$ cat config.mk
export PLATFORM = sky130hd
export DESIGN_NAME = id_ex_stage
export DESIGN_NICKNAME = d
export VERILOG_FILES = /design/src/rtl/id_ex_stage.sv
export SDC_FILE = /design/constraint.sdc
export NUM_CORES = 1
export LEC_CHECK = 0
export BUFFER_PORTS_ARGS = -buffer_cell sky130_fd_sc_hd__buf_2
export CAP_MARGIN = 20
export CORE_AREA = 2 2 120 122
export DETAILED_ROUTE_END_ITERATION = 7
export DIE_AREA = 0 0 122 124
export PLACE_DENSITY = 0.75
export RECOVER_POWER = 25
export SLEW_MARGIN = 40
export SYNTH_ARGS = -nofsm -noshare
export SYNTH_HDL_FRONTEND = slang
export SYNTH_SLANG_ARGS = --single-unit
$ cat constraint.sdc
create_clock -name clk -period 3.5 [get_ports clk]
set_input_delay 1.05 -clock clk [delete_from_list [all_inputs] [get_ports clk]]
set_output_delay 1.05 -clock clk [all_outputs]
set_load 0.05 [all_outputs]
$ cat src/rtl/id_ex_stage.sv
// ID/EX pipeline register with operand forwarding and load-use hazard detection for the 5-stage MIPS core.
// Build option: define FWD_EN for EX/MEM + MEM/WB forwarding; undefined, RAW on EX or EX/MEM stalls instead.
module id_ex_stage #(
    parameter int DW = 32,
    parameter int RW = 5
) (
    input  logic          clk,
    input  logic          rst_n,
    // decoded instruction from ID
    input  logic          id_valid,
    input  logic [DW-1:0] id_rs_data,
    input  logic [DW-1:0] id_rt_data,
    input  logic [DW-1:0] id_imm,
    input  logic [RW-1:0] id_rs,
    input  logic [RW-1:0] id_rt,
    input  logic [RW-1:0] id_rd,
    input  logic [2:0]    id_alu_opcode,
    input  logic          id_alu_src,
    input  logic          id_reg_write,
    input  logic          id_mem_read,
    input  logic          id_mem_write,
    input  logic          id_mem_to_reg,
    // pipeline control
    input  logic          stall,
    input  logic          flush,
    // forward sources
    input  logic          exmem_reg_write,
    input  logic [RW-1:0] exmem_rd,
    input  logic [DW-1:0] exmem_result,
    input  logic          memwb_reg_write,
    input  logic [RW-1:0] memwb_rd,
    input  logic [DW-1:0] memwb_result,
    // EX stage outputs
    output logic          ex_valid,
    output logic [DW-1:0] alu_a,
    output logic [DW-1:0] alu_b,
    output logic [2:0]    ex_alu_opcode,
    output logic [DW-1:0] ex_store_data,
    output logic [RW-1:0] ex_rd,
    output logic          ex_reg_write,
    output logic          ex_mem_read,
    output logic          ex_mem_write,
    output logic          ex_mem_to_reg,
    output logic          load_use_hazard
);

    typedef struct packed {
        logic          valid;
        logic [DW-1:0] rs_data;
        logic [DW-1:0] rt_data;
        logic [DW-1:0] imm;
        logic [RW-1:0] rs;
        logic [RW-1:0] rt;
        logic [RW-1:0] rd;
        logic [2:0]    alu_opcode;
        logic          alu_src;
        logic          reg_write;
        logic          mem_read;
        logic          mem_write;
        logic          mem_to_reg;
    } stage_t;

    stage_t        r_ex;
    stage_t        w_id;
    logic          w_hazard;
    logic          w_load_use;
    logic          w_id_reads_ex;
    logic          w_bubble;
    logic          w_load;
    logic [DW-1:0] w_fwd_rs;
    logic [DW-1:0] w_fwd_rt;

    // Control bits are gated by id_valid so an empty ID slot can never write state downstream.
    always_comb begin
        // NOTE: every always_comb output gets a default first so no path can infer a latch.
        w_id            = '0;
        w_id.valid      = id_valid;
        w_id.rs_data    = id_rs_data;
        w_id.rt_data    = id_rt_data;
        w_id.imm        = id_imm;
        w_id.rs         = id_rs;
        w_id.rt         = id_rt;
        w_id.rd         = id_rd;
        w_id.alu_opcode = id_alu_opcode;
        w_id.alu_src    = id_alu_src;
        w_id.reg_write  = id_valid & id_reg_write;
        w_id.mem_read   = id_valid & id_mem_read;
        w_id.mem_write  = id_valid & id_mem_write;
        w_id.mem_to_reg = id_valid & id_mem_to_reg;
    end

    assign w_id_reads_ex = (r_ex.rd == id_rs) || (r_ex.rd == id_rt);
    assign w_load_use    = r_ex.valid && r_ex.mem_read && (r_ex.rd != '0)
                           && id_valid && w_id_reads_ex;

`ifdef FWD_EN
    logic w_rs_exmem;
    logic w_rs_memwb;
    logic w_rt_exmem;
    logic w_rt_memwb;

    assign w_rs_exmem = exmem_reg_write && (exmem_rd != '0) && (exmem_rd == r_ex.rs);
    assign w_rs_memwb = memwb_reg_write && (memwb_rd != '0) && (memwb_rd == r_ex.rs);
    assign w_rt_exmem = exmem_reg_write && (exmem_rd != '0) && (exmem_rd == r_ex.rt);
    assign w_rt_memwb = memwb_reg_write && (memwb_rd != '0) && (memwb_rd == r_ex.rt);

    // EX/MEM is the younger producer, so it is checked before MEM/WB.
    always_comb begin
        w_fwd_rs = r_ex.rs_data;
        if (w_rs_exmem) begin
            w_fwd_rs = exmem_result;
        end else if (w_rs_memwb) begin
            w_fwd_rs = memwb_result;
        end
    end

    always_comb begin
        w_fwd_rt = r_ex.rt_data;
        if (w_rt_exmem) begin
            w_fwd_rt = exmem_result;
        end else if (w_rt_memwb) begin
            w_fwd_rt = memwb_result;
        end
    end

    assign w_hazard = w_load_use;
`else
    logic w_raw_ex;
    logic w_raw_exmem;
    logic w_unused_fwd;

    // Without forwarding, any producer still in EX or EX/MEM must drain; MEM/WB is
    // covered by the write-first register file.
    assign w_raw_ex    = r_ex.valid && r_ex.reg_write && (r_ex.rd != '0)
                         && id_valid && w_id_reads_ex;
    assign w_raw_exmem = exmem_reg_write && (exmem_rd != '0) && id_valid
                         && ((exmem_rd == id_rs) || (exmem_rd == id_rt));

    assign w_fwd_rs = r_ex.rs_data;
    assign w_fwd_rt = r_ex.rt_data;
    assign w_hazard = w_load_use || w_raw_ex || w_raw_exmem;

    assign w_unused_fwd = ^{memwb_reg_write, memwb_rd, memwb_result, exmem_result,
                            r_ex.rs, r_ex.rt};
`endif

    // Priority flush > stall > hazard > load; a stall also holds a pending bubble.
    assign w_bubble = flush || (!stall && w_hazard);
    assign w_load   = !flush && !stall && !w_hazard;

    always_ff @(posedge clk or negedge rst_n) begin
        // NOTE: sequential state uses non-blocking assignments only, so every register samples pre-edge values.
        if (!rst_n) begin
            r_ex <= '0;
        end else if (w_bubble) begin
            r_ex <= '0;
        end else if (w_load) begin
            r_ex <= w_id;
        end
    end

    assign ex_valid        = r_ex.valid;
    assign alu_a           = w_fwd_rs;
    assign alu_b           = r_ex.alu_src ? r_ex.imm : w_fwd_rt;
    assign ex_alu_opcode   = r_ex.alu_opcode;
    assign ex_store_data   = w_fwd_rt;
    assign ex_rd           = r_ex.rd;
    assign ex_reg_write    = r_ex.reg_write;
    assign ex_mem_read     = r_ex.mem_read;
    assign ex_mem_write    = r_ex.mem_write;
    assign ex_mem_to_reg   = r_ex.mem_to_reg;
    assign load_use_hazard = w_hazard;

endmodule

==> results of run 1 <==
power breakdown:
| group | leakage [nW] | switching, mW | internal, mW |
|---|---|---|---|
| logic | 1.69 | 0.487 | 0.218 |
| registers | 1.47 | 0.0474 | 1.34 |
| clock network | 0.147 | 0.462 | 0.582 |
cells in the final DEF, fill, tap and decap left out, drive strengths merged, types with 2 or more instances in the layout:
cell    instances
a32o           63
buf           250
clkbuf         12
clkinv          2
dfrtp         110
inv             2
mux2           32
nand2          96
nand3           4
nor2            2
o22ai          48
xnor2          20
metrics by stage:
| step | setup WS (ps) | cells | hold slack, ps |
|---|---|---|---|
| 6_report | 69.6 | 832 | 490 |
| 5_1_grt | 0.602 | 832 | 504 |
| 4_1_cts | 58.6 | 832 | 492 |
| 3_5_place_dp | 63.5 | 816 | 477 |
| 3_3_place_gp | 61.7 | 816 | 468 |
| 2_1_floorplan | 260 | 501 | 460 |
worst max-delay path by stage:
stage / to / slack, ps / from
floorplan: load_use_hazard / 260 / exmem_rd[0]
global placement: load_use_hazard / 60 / exmem_rd[1]
detailed placement: load_use_hazard / 60 / exmem_rd[1]
CTS: load_use_hazard / 60 / exmem_rd[1]
global route: load_use_hazard / 0.6 / exmem_rd[1]
finish: load_use_hazard / 70 / exmem_rd[1]
timing repair:
action / CTS / global route
gates resized for setup: 0 / 2
endpoints found under the setup margin: 0 / 1
setup buffers: 0 / 0
cells in the mapped netlist:
| cell type | count | area (um2) |
|---|---|---|
| nor2_1 | 2 | 7.51 |
| clkbuf_1 | 31 | 116 |
| buf_2 | 1 | 5.00 |
| o22ai_2 | 12 | 150 |
| nand3_1 | 4 | 20.0 |
| a22oi_2 | 1 | 12.5 |
| dfrtp_1 | 110 | 2750 |
| inv_1 | 1 | 3.75 |
| and2_1 | 1 | 6.26 |
| o211ai_1 | 1 | 7.51 |
| nor2b_1 | 1 | 6.26 |
| a32o_1 | 63 | 631 |
| nand2_1 | 96 | 360 |
| buf_6 | 11 | 124 |
| a21oi_1 | 1 | 5.00 |
| nor3_1 | 1 | 5.00 |
| o22ai_1 | 36 | 225 |
| a22o_1 | 1 | 8.76 |
| xnor2_1 | 20 | 175 |
| or3_1 | 1 | 6.26 |
| mux2_2 | 32 | 360 |
| o311a_1 | 1 | 10.0 |
| buf_4 | 72 | 541 |
| buf_1 | 1 | 3.75 |
area by class of cell:
type | instances | area, um2 | area share (%)
Sequential cell | 110 | 2750 | 41.7
Inverter | 1 | 3.75 | 0.0569
Clock buffer | 11 | 243 | 3.68
Timing Repair Buffer | 251 | 1300 | 19.7
Clock inverter | 5 | 63.8 | 0.967
Multi-Input combinational cell | 274 | 2010 | 30.5
Tap cell | 180 | 225 | 3.41
logic make-up after synthesis:
family	count (synthesis)	synth area share, %
AO/OA/AOI/OAI	116	18.9
XOR/XNOR	20	3.16
buffers and inverters	117	14.3
flip-flops	110	49.7
multiplexers	32	6.50
AND/OR/NAND/NOR	106	7.43
metal layers:
layer | global-route usage (%) | vias up | wire length (um)
met1 | 21.6 | 2130 | 5770
met3 | 4.40 | 18 | 1080
met2 | 29.1 | 194 | 6570
li1 | - | 2035 | -
met5 | 0 | - | 0
met4 | 6.18 | 0 | 222
==> impl_metrics.json, run 1 <==
{
  "ys.warnings.count": 0,
  "synth-seq-cells": 110,
  "cts_buffer_depth": 2,
  "drt_iter0_markers": 263,
  "wl_per_cell_um": 16.4,
  "tightest_slew_ps": 2240,
  "cp_cell_sequence": "buf_2 > or3_1 > o311a_1 > a22oi_2 > clkinv_1 > buf_4",
  "ff2ff_path_depth": 5,
  "track_usage_pct": 17.3,
  "cpPeakStageDelay_ps": 340,
  "initial_utilization_pct": 40.4,
  "min_path_type": "flop to flop",
  "status": "complete, but fails checks",
  "clock.fmax_mhz": 292,
  "place_congestion": 0.780,
  "cp_top_family": "compound AO/OA/AOI/OAI gates",
  "violations": "max-capacitance violations, max-slew violations",
  "cp_num_buf_inv": 3,
  "cts_root_buf": "clkbuf_16",
  "mappedNetlistArea_um2": 5540,
  "min_to": "alu_a[12]",
  "vias_per_cell": 5.26,
  "grt_pass1_vias": 4217,
  "final_nets": 847,
  "crit_required_ps": 2450,
  "r2r-start": "ex_rd[1]",
  "period_needed_ps": 3430,
  "slowest_stage": "or3_1",
  "die_w_um": 122,
  "core.rowCount": 43,
  "clock-sinks": 110,
  "portBuffers": 239,
  "syn_inst": 501,
  "synthToLayoutAreaGrowth_pct": 19.1,
  "slew_headroom_pct": -49.0,
  "pin_count": 310,
  "fin_crit_sh_pct": 98.0,
  "power_mw": 3.14,
  "fillers": 1257,
  "via_count": 4377,
  "clk_latency_ps": 350,
  "path_clk_slew_ps": 60,
  "tns_ps": 0,
  "power.density_nw_per_um2": 476,
  "cp.depth": 6,
  "rsz0062_at_grt": "no",
  "cap_violations": 1,
  "ir_drop_mv": 0.281,
  "yosysSeqAreaShare_pct": 49.7,
  "leakagePower_nw": 3.30,
  "diodes": 0,
  "drt_first_pass_iters": 5,
  "grt_max_degree": 65,
  "worst_setup_path_end_kind": "primary output",
  "cts.htree.levels": 3,
  "hold_depth": 1,
  "stdcell_area_um2": 6600,
  "synthDistinctLibCells": 24,
  "syn-num-nets": 701,
  "place_area_um2": 6290,
  "final_util_pct": 48.1,
  "routed_wl_um": 13600,
  "hold_buffers": 0,
  "largest_register_ffs": 33,
  "grt_pass1_wl_um": 20700,
  "antenna_found_initial": 0,
  "r2r_end": "ex_store_data[24]",
  "numCtsBuffers": 9,
  "drive_gt1_share_pct": 47.9,
  "path_class": "primary input to primary output",
  "path_max_fanout": 3,
  "hp-start": "alu_a[12]",
  "cts_tree": "built",
  "setup_viol_count_final": 0,
  "slew_viol_final": 40,
  "fin_skew_ps": 14.2,
  "cp.arrival_ps": 2380,
  "drc": 0,
  "die_y_um": 124,
  "ff2ff_setup_slack_ps": 1490,
  "core_um2": 13700,
  "die_area_um2": 15100,
  "grt_remaining_overflow": 0,
  "critPathLaunchType": "primary input",
  "hold_viol": 0,
  "hpwl_um": 9720,
  "ant_nets": 0,
  "largest_register": "r_ex",
  "syn_avg_cell_area_um2": 11.1
}
Note: power is estimated with default switching activity, not from simulation.
==> inputs of run 2 (changes only) <==
Settings changed: CELL_PAD_IN_SITES_DETAIL_PLACEMENT set to 1, CELL_PAD_IN_SITES_GLOBAL_PLACEMENT set to 2, CORE_AREA 2 2 120 122 to 2 2 150 152, DIE_AREA 0 0 122 124 to 0 0 152 154, PLACE_DENSITY 0.75 to 0.81, SETUP_SLACK_MARGIN set to 0.2.
==> impl_metrics.json, run 2 (synthesized netlist as in run 1, its figures left out) <==
{
  "cp_num_buf_inv": 3,
  "final_common_cell": "buf_2",
  "status": "complete, but fails checks",
  "power_mw": 3.18,
  "pin_count": 310,
  "tns_ps": 0,
  "slowest_stage": "or3_1",
  "ff2ff_setup_slack_ps": 1470,
  "cts_root_buf": "clkbuf_16",
  "path_clk_slew_ps": 70,
  "die_area_um2": 23400,
  "p_switching_mw": 1.05,
  "cts_tree": "built",
  "clk_latency_ps": 350,
  "internal_power_mw": 2.13,
  "grt_remaining_overflow": 0,
  "slew_headroom_pct": -4.20,
  "final_cell_mix": "237 x buf_2, 109 x dfrtp_1, 96 x nand2_1",
  "largest_register": "r_ex",
  "cpPeakStageDelay_ps": 360,
  "hold_buffers": 0,
  "p_seq_share_pct": 43.9,
  "drc": 0,
  "switching_share_pct": 33.0,
  "vias_per_cell": 4.72,
  "cp_cell_sequence": "buf_2 > or3_1 > o311a_1 > a22oi_2 > inv_2 > buf_6",
  "antenna_found_initial": 0,
  "cts.htree.levels": 3,
  "met1_usage_pct": 17.1,
  "fin_crit_sh_pct": 94.5,
  "routed_wl_um": 16100,
  "clock.fmax_mhz": 302,
  "leakagePower_nw": 3.31,
  "r2r-start": "ex_rd[4]",
  "use_met2_pct": 23.2,
  "hpwl_um": 11000,
  "hold_viol": 0,
  "rsz0062_at_grt": "yes",
  "busiest_layer": "met2",
  "fillers": 2523,
  "initial_utilization_pct": 25.6,
  "cp_top_family": "compound AO/OA/AOI/OAI gates",
  "numCtsBuffers": 9,
  "drt_iter0_markers": 145,
  "drt_first_pass_iters": 4,
  "tightest_slew_ps": 1560,
  "r2r_end": "alu_a[23]",
  "crit_path_end": "load_use_hazard",
  "cp.arrival_ps": 2260,
  "post_cts_buffers": 0,
  "slew_viol_final": 111,
  "min_path_type": "flop to flop",
  "cp.depth": 6,
  "grt_max_degree": 111,
  "period_needed_ps": 3310,
  "violations": "max-capacitance violations, max-slew violations",
  "power.density_nw_per_um2": 473,
  "via_count": 4394,
  "grt_pass1_vias": 4683,
  "final_util_pct": 31.0,
  "cap_violations": 1,
  "ir_drop_mv": 0.186,
  "path_max_fanout": 3,
  "core_um2": 21700,
  "critPathLaunchType": "primary input",
  "largest_register_ffs": 33,
  "grt_pass1_wl_um": 26000,
  "clock-sinks": 110,
  "wl_per_cell_um": 17.3,
  "setup_viol_count_final": 0,
  "track_usage_pct": 13.7,
  "portBuffers": 239,
  "combPwrFrac_pct": 22.2,
  "die_y_um": 154,
  "ant_nets": 0,
  "path_class": "primary input to primary output",
  "crit_required_ps": 2450,
  "place_congestion": 0.777,
  "diodes": 0,
  "fin_skew_ps": 12.5,
  "cts_buffer_depth": 2,
  "final_nets": 846,
  "clkPwrFrac_pct": 33.9,
  "core.rowCount": 54,
  "ff2ff_path_depth": 6,
  "die_w_um": 152,
  "drive_gt1_share_pct": 48.2,
  "synthToLayoutAreaGrowth_pct": 21.3,
  "worst_setup_path_end_kind": "primary output",
  "gr-usage-met3_pct": 3.72,
  "cp-startpoint": "exmem_rd[0]"
}
==> run 2: changes by cell type in the layout (fill, tap and decap cells not counted), sizes merged <==
cell / delta
inv: +3
clkinv: -1
clkinvlp: -1
buf: -2
==> run 2: what timing repair did <==
item	CTS	global route
gates resized for setup	2	0
gates cloned	0	0
endpoints found under the setup margin	1	1
pin swaps	1	0
==> run 2: layer usage <==
| layer | share of wire (%) | wire length, um | vias to the layer above |
|---|---|---|---|
| met3 | 6.5 | 1040 | 13 |
| met5 | 0 | 0 | - |
| met1 | 44 | 7150 | 2190 |
| li1 | - | - | 2033 |
| met4 | 1.3 | 202 | 0 |
| met2 | 48 | 7740 | 158 |
==> run 2: cell type report <==
| class | instances | area [um2] | area share, % |
|---|---|---|---|
| multi-input combinational | 274 | 2010 | 29.9 |
| sequential | 110 | 2750 | 41.0 |
| inverter | 1 | 3.75 | 0.0558 |
| tap | 280 | 350 | 5.21 |
| clock inverter | 6 | 73.8 | 1.10 |
| timing repair buffer | 250 | 1300 | 19.3 |
| clock buffer | 10 | 229 | 3.41 |
==> run 2: worst min-delay path by stage <==
stage                               end  slack, ps  cells after the start           from
final                     ex_mem_to_reg        490                      1  ex_mem_to_reg
after global routing      ex_mem_to_reg        500                      1  ex_mem_to_reg
after CTS                 ex_mem_to_reg        490                      1  ex_mem_to_reg
after detailed placement       r_ex[50]        480                      1       r_ex[50]
after global placement        alu_a[11]        470                      1      alu_a[11]
after floorplan                r_ex[42]        460                      1       r_ex[42]
==> run 2: power groups by stage <==
stage / clock network, mW / registers, mW / logic (mW)
2_1_floorplan: 0 / 1.41 / 0.552
3_3_place_gp: 0 / 1.42 / 0.711
3_5_place_dp: 0 / 1.42 / 0.717
4_1_cts: 1.14 / 1.40 / 0.719
5_1_grt: 1.17 / 1.41 / 0.754
6_report: 1.08 / 1.39 / 0.706
==> run 2: worst reg2reg max path, stage by stage, from the launching register on <==
cell	delay, ps
dfrtp_1	460
xnor2_1	160
nand3_1	100
o22ai_1	100
a22oi_2	210
buf_4	620
a32o_1	330
==> run 2: through the flow <==
| step | hold WS (ps) | cell area (um2) | std cells | worst slack, ps |
|---|---|---|---|---|
| 2_1_floorplan | 460 | 5540 | 501 | 260 |
| 3_3_place_gp | 468 | 6430 | 915 | 109 |
| 3_5_place_dp | 475 | 6430 | 915 | 105 |
| 4_1_cts | 495 | 6740 | 931 | 181 |
| 5_1_grt | 502 | 6720 | 931 | 122 |
| 6_report | 489 | 6720 | 931 | 193 |
==> inputs of run 3 (changes only) <==
Settings changed: BUFFER_PORTS_ARGS -buffer_cell sky130_fd_sc_hd__buf_2 to unset, CORE_AREA 2 2 150 152 to 2 2 128 130, DIE_AREA 0 0 152 154 to 0 0 130 132, DONT_BUFFER_PORTS set to 1, PLACE_DENSITY 0.81 to 0.78.
==> impl_metrics.json, run 3 (synthesized netlist as in run 1, its figures left out) <==
{
  "cts.htree.levels": 3,
  "tightest_slew_ps": 677,
  "diodes": 0,
  "grt_max_degree": 111,
  "cp_num_buf_inv": 1,
  "largest_register_ffs": 33,
  "grt_pass1_wl_um": 20800,
  "cp.arrival_ps": 2160,
  "path_class": "primary input to primary output",
  "drive_gt1_share_pct": 17.4,
  "clk_latency_ps": 340,
  "synthToLayoutAreaGrowth_pct": -1.78,
  "clock-sinks": 110,
  "period_needed_ps": 3210,
  "wl_per_cell_um": 21.5,
  "power.density_nw_per_um2": 556,
  "cp_cell_sequence": "or3_1 > o311a_1 > a22oi_2 > inv_2",
  "post_cts_resized": 0,
  "final_cell_mix": "110 x dfrtp_1, 96 x nand2_1, 63 x a32o_1",
  "critPathLaunchType": "primary input",
  "ant_nets": 0,
  "hold_viol": 0,
  "cts_root_buf": "clkbuf_16",
  "grt_remaining_overflow": 0,
  "via_count": 3527,
  "hpwl_um": 9160,
  "hold_buffers": 0,
  "place_congestion": 0.827,
  "cts_buffer_depth": 2,
  "vias_per_cell": 5.65,
  "fin_crit_sh_pct": 91.6,
  "pin_count": 310,
  "cpPeakStageDelay_ps": 370,
  "drt_iter0_markers": 116,
  "track_usage_pct": 15.3,
  "die_w_um": 130,
  "antenna_found_initial": 0,
  "drt_first_pass_iters": 4,
  "status": "completed",
  "routed_wl_um": 13400,
  "largest_register": "r_ex",
  "crit_required_ps": 2450,
  "portBuffers": 0,
  "worst_setup_path_end_kind": "primary output",
  "slew_headroom_pct": 54.9,
  "tns_ps": 0,
  "ir_drop_mv": 0.291,
  "power_mw": 3.03,
  "final_nets": 605,
  "slowest_stage": "or3_1",
  "path_clk_slew_ps": 70,
  "rsz0062_at_grt": "no",
  "cap_violations": 0,
  "numCtsBuffers": 9,
  "grt_pass1_vias": 3788,
  "core_um2": 15700,
  "path_max_fanout": 3,
  "cts_tree": "built",
  "die_y_um": 132,
  "post_cts_buffers": 0,
  "core.rowCount": 46,
  "clock.fmax_mhz": 312,
  "fin_skew_ps": 7.81,
  "die_area_um2": 17200,
  "leakagePower_nw": 2.24,
  "ff2ff_path_depth": 7,
  "final_common_cell": "dfrtp_1",
  "cp_top_family": "compound AO/OA/AOI/OAI gates",
  "min_path_type": "primary input to async pin",
  "initial_utilization_pct": 35.3,
  "slew_viol_final": 0,
  "cp.depth": 4,
  "drc": 0,
  "setup_viol_count_final": 0
}
-- run 3: cell count changes in the layout (fill, tap and decap cells not counted), sizes merged --
cell / change
inv: -4
clkbuf: -3
bufinv: +2
buf: -239
clkinv: +1
-- run 3: layer usage --
layer  wire [um]  global-route usage [%]  vias up  share of wire [%]
met5           0                       0        -                  0
met2        6680                    26.3      191                 50
met1        5040                    17.3     1782                 38
met4         169                    4.84        0                1.3
li1            -                       -     1542                  -
met3        1530                    6.05       12                 11
-- run 3: final timing paths --
path,from,to,slack [ps]
hold reg to reg,r_ex[54],r_ex[54],490
setup / recovery,exmem_rd[0],load_use_hazard,290
max in group asynchronous,rst_n,ex_store_data[16],2970
min in group clk,r_ex[54],r_ex[54],490
hold / removal,rst_n,alu_a[18],400
setup reg to reg,ex_rd[0],ex_store_data[1],1060
-- run 3: metrics by stage --
step           hold WS (ps)  worst slack (ps)  util (%)  std cells  area, um2
2_1_floorplan           460               260         -        501       5540
3_3_place_gp            471               327      32.6        610       5120
3_5_place_dp            479               297      32.6        610       5120
4_1_cts                 376               298      34.6        624       5440
5_1_grt                 374               275      34.6        624       5440
6_report                400               293      34.6        624       5440
-- run 3: area by class of cell --
| cell class | count | area [um2] |
|---|---|---|
| Sequential cell | 110 | 2750 |
| Multi-Input combinational cell | 274 | 2010 |
| Timing Repair Buffer | 9 | 80.1 |
| Tap cell | 216 | 270 |
| Fill cell | 1715 | 10300 |
| Inverter | 1 | 3.75 |
| Clock buffer | 9 | 225 |
| Clock inverter | 5 | 100 |
-- run 3: power breakdown --
part	switching [mW]	total, mW	internal, mW
logic	0.214	0.330	0.116
registers	0.233	1.57	1.34
clock network	0.436	1.12	0.689
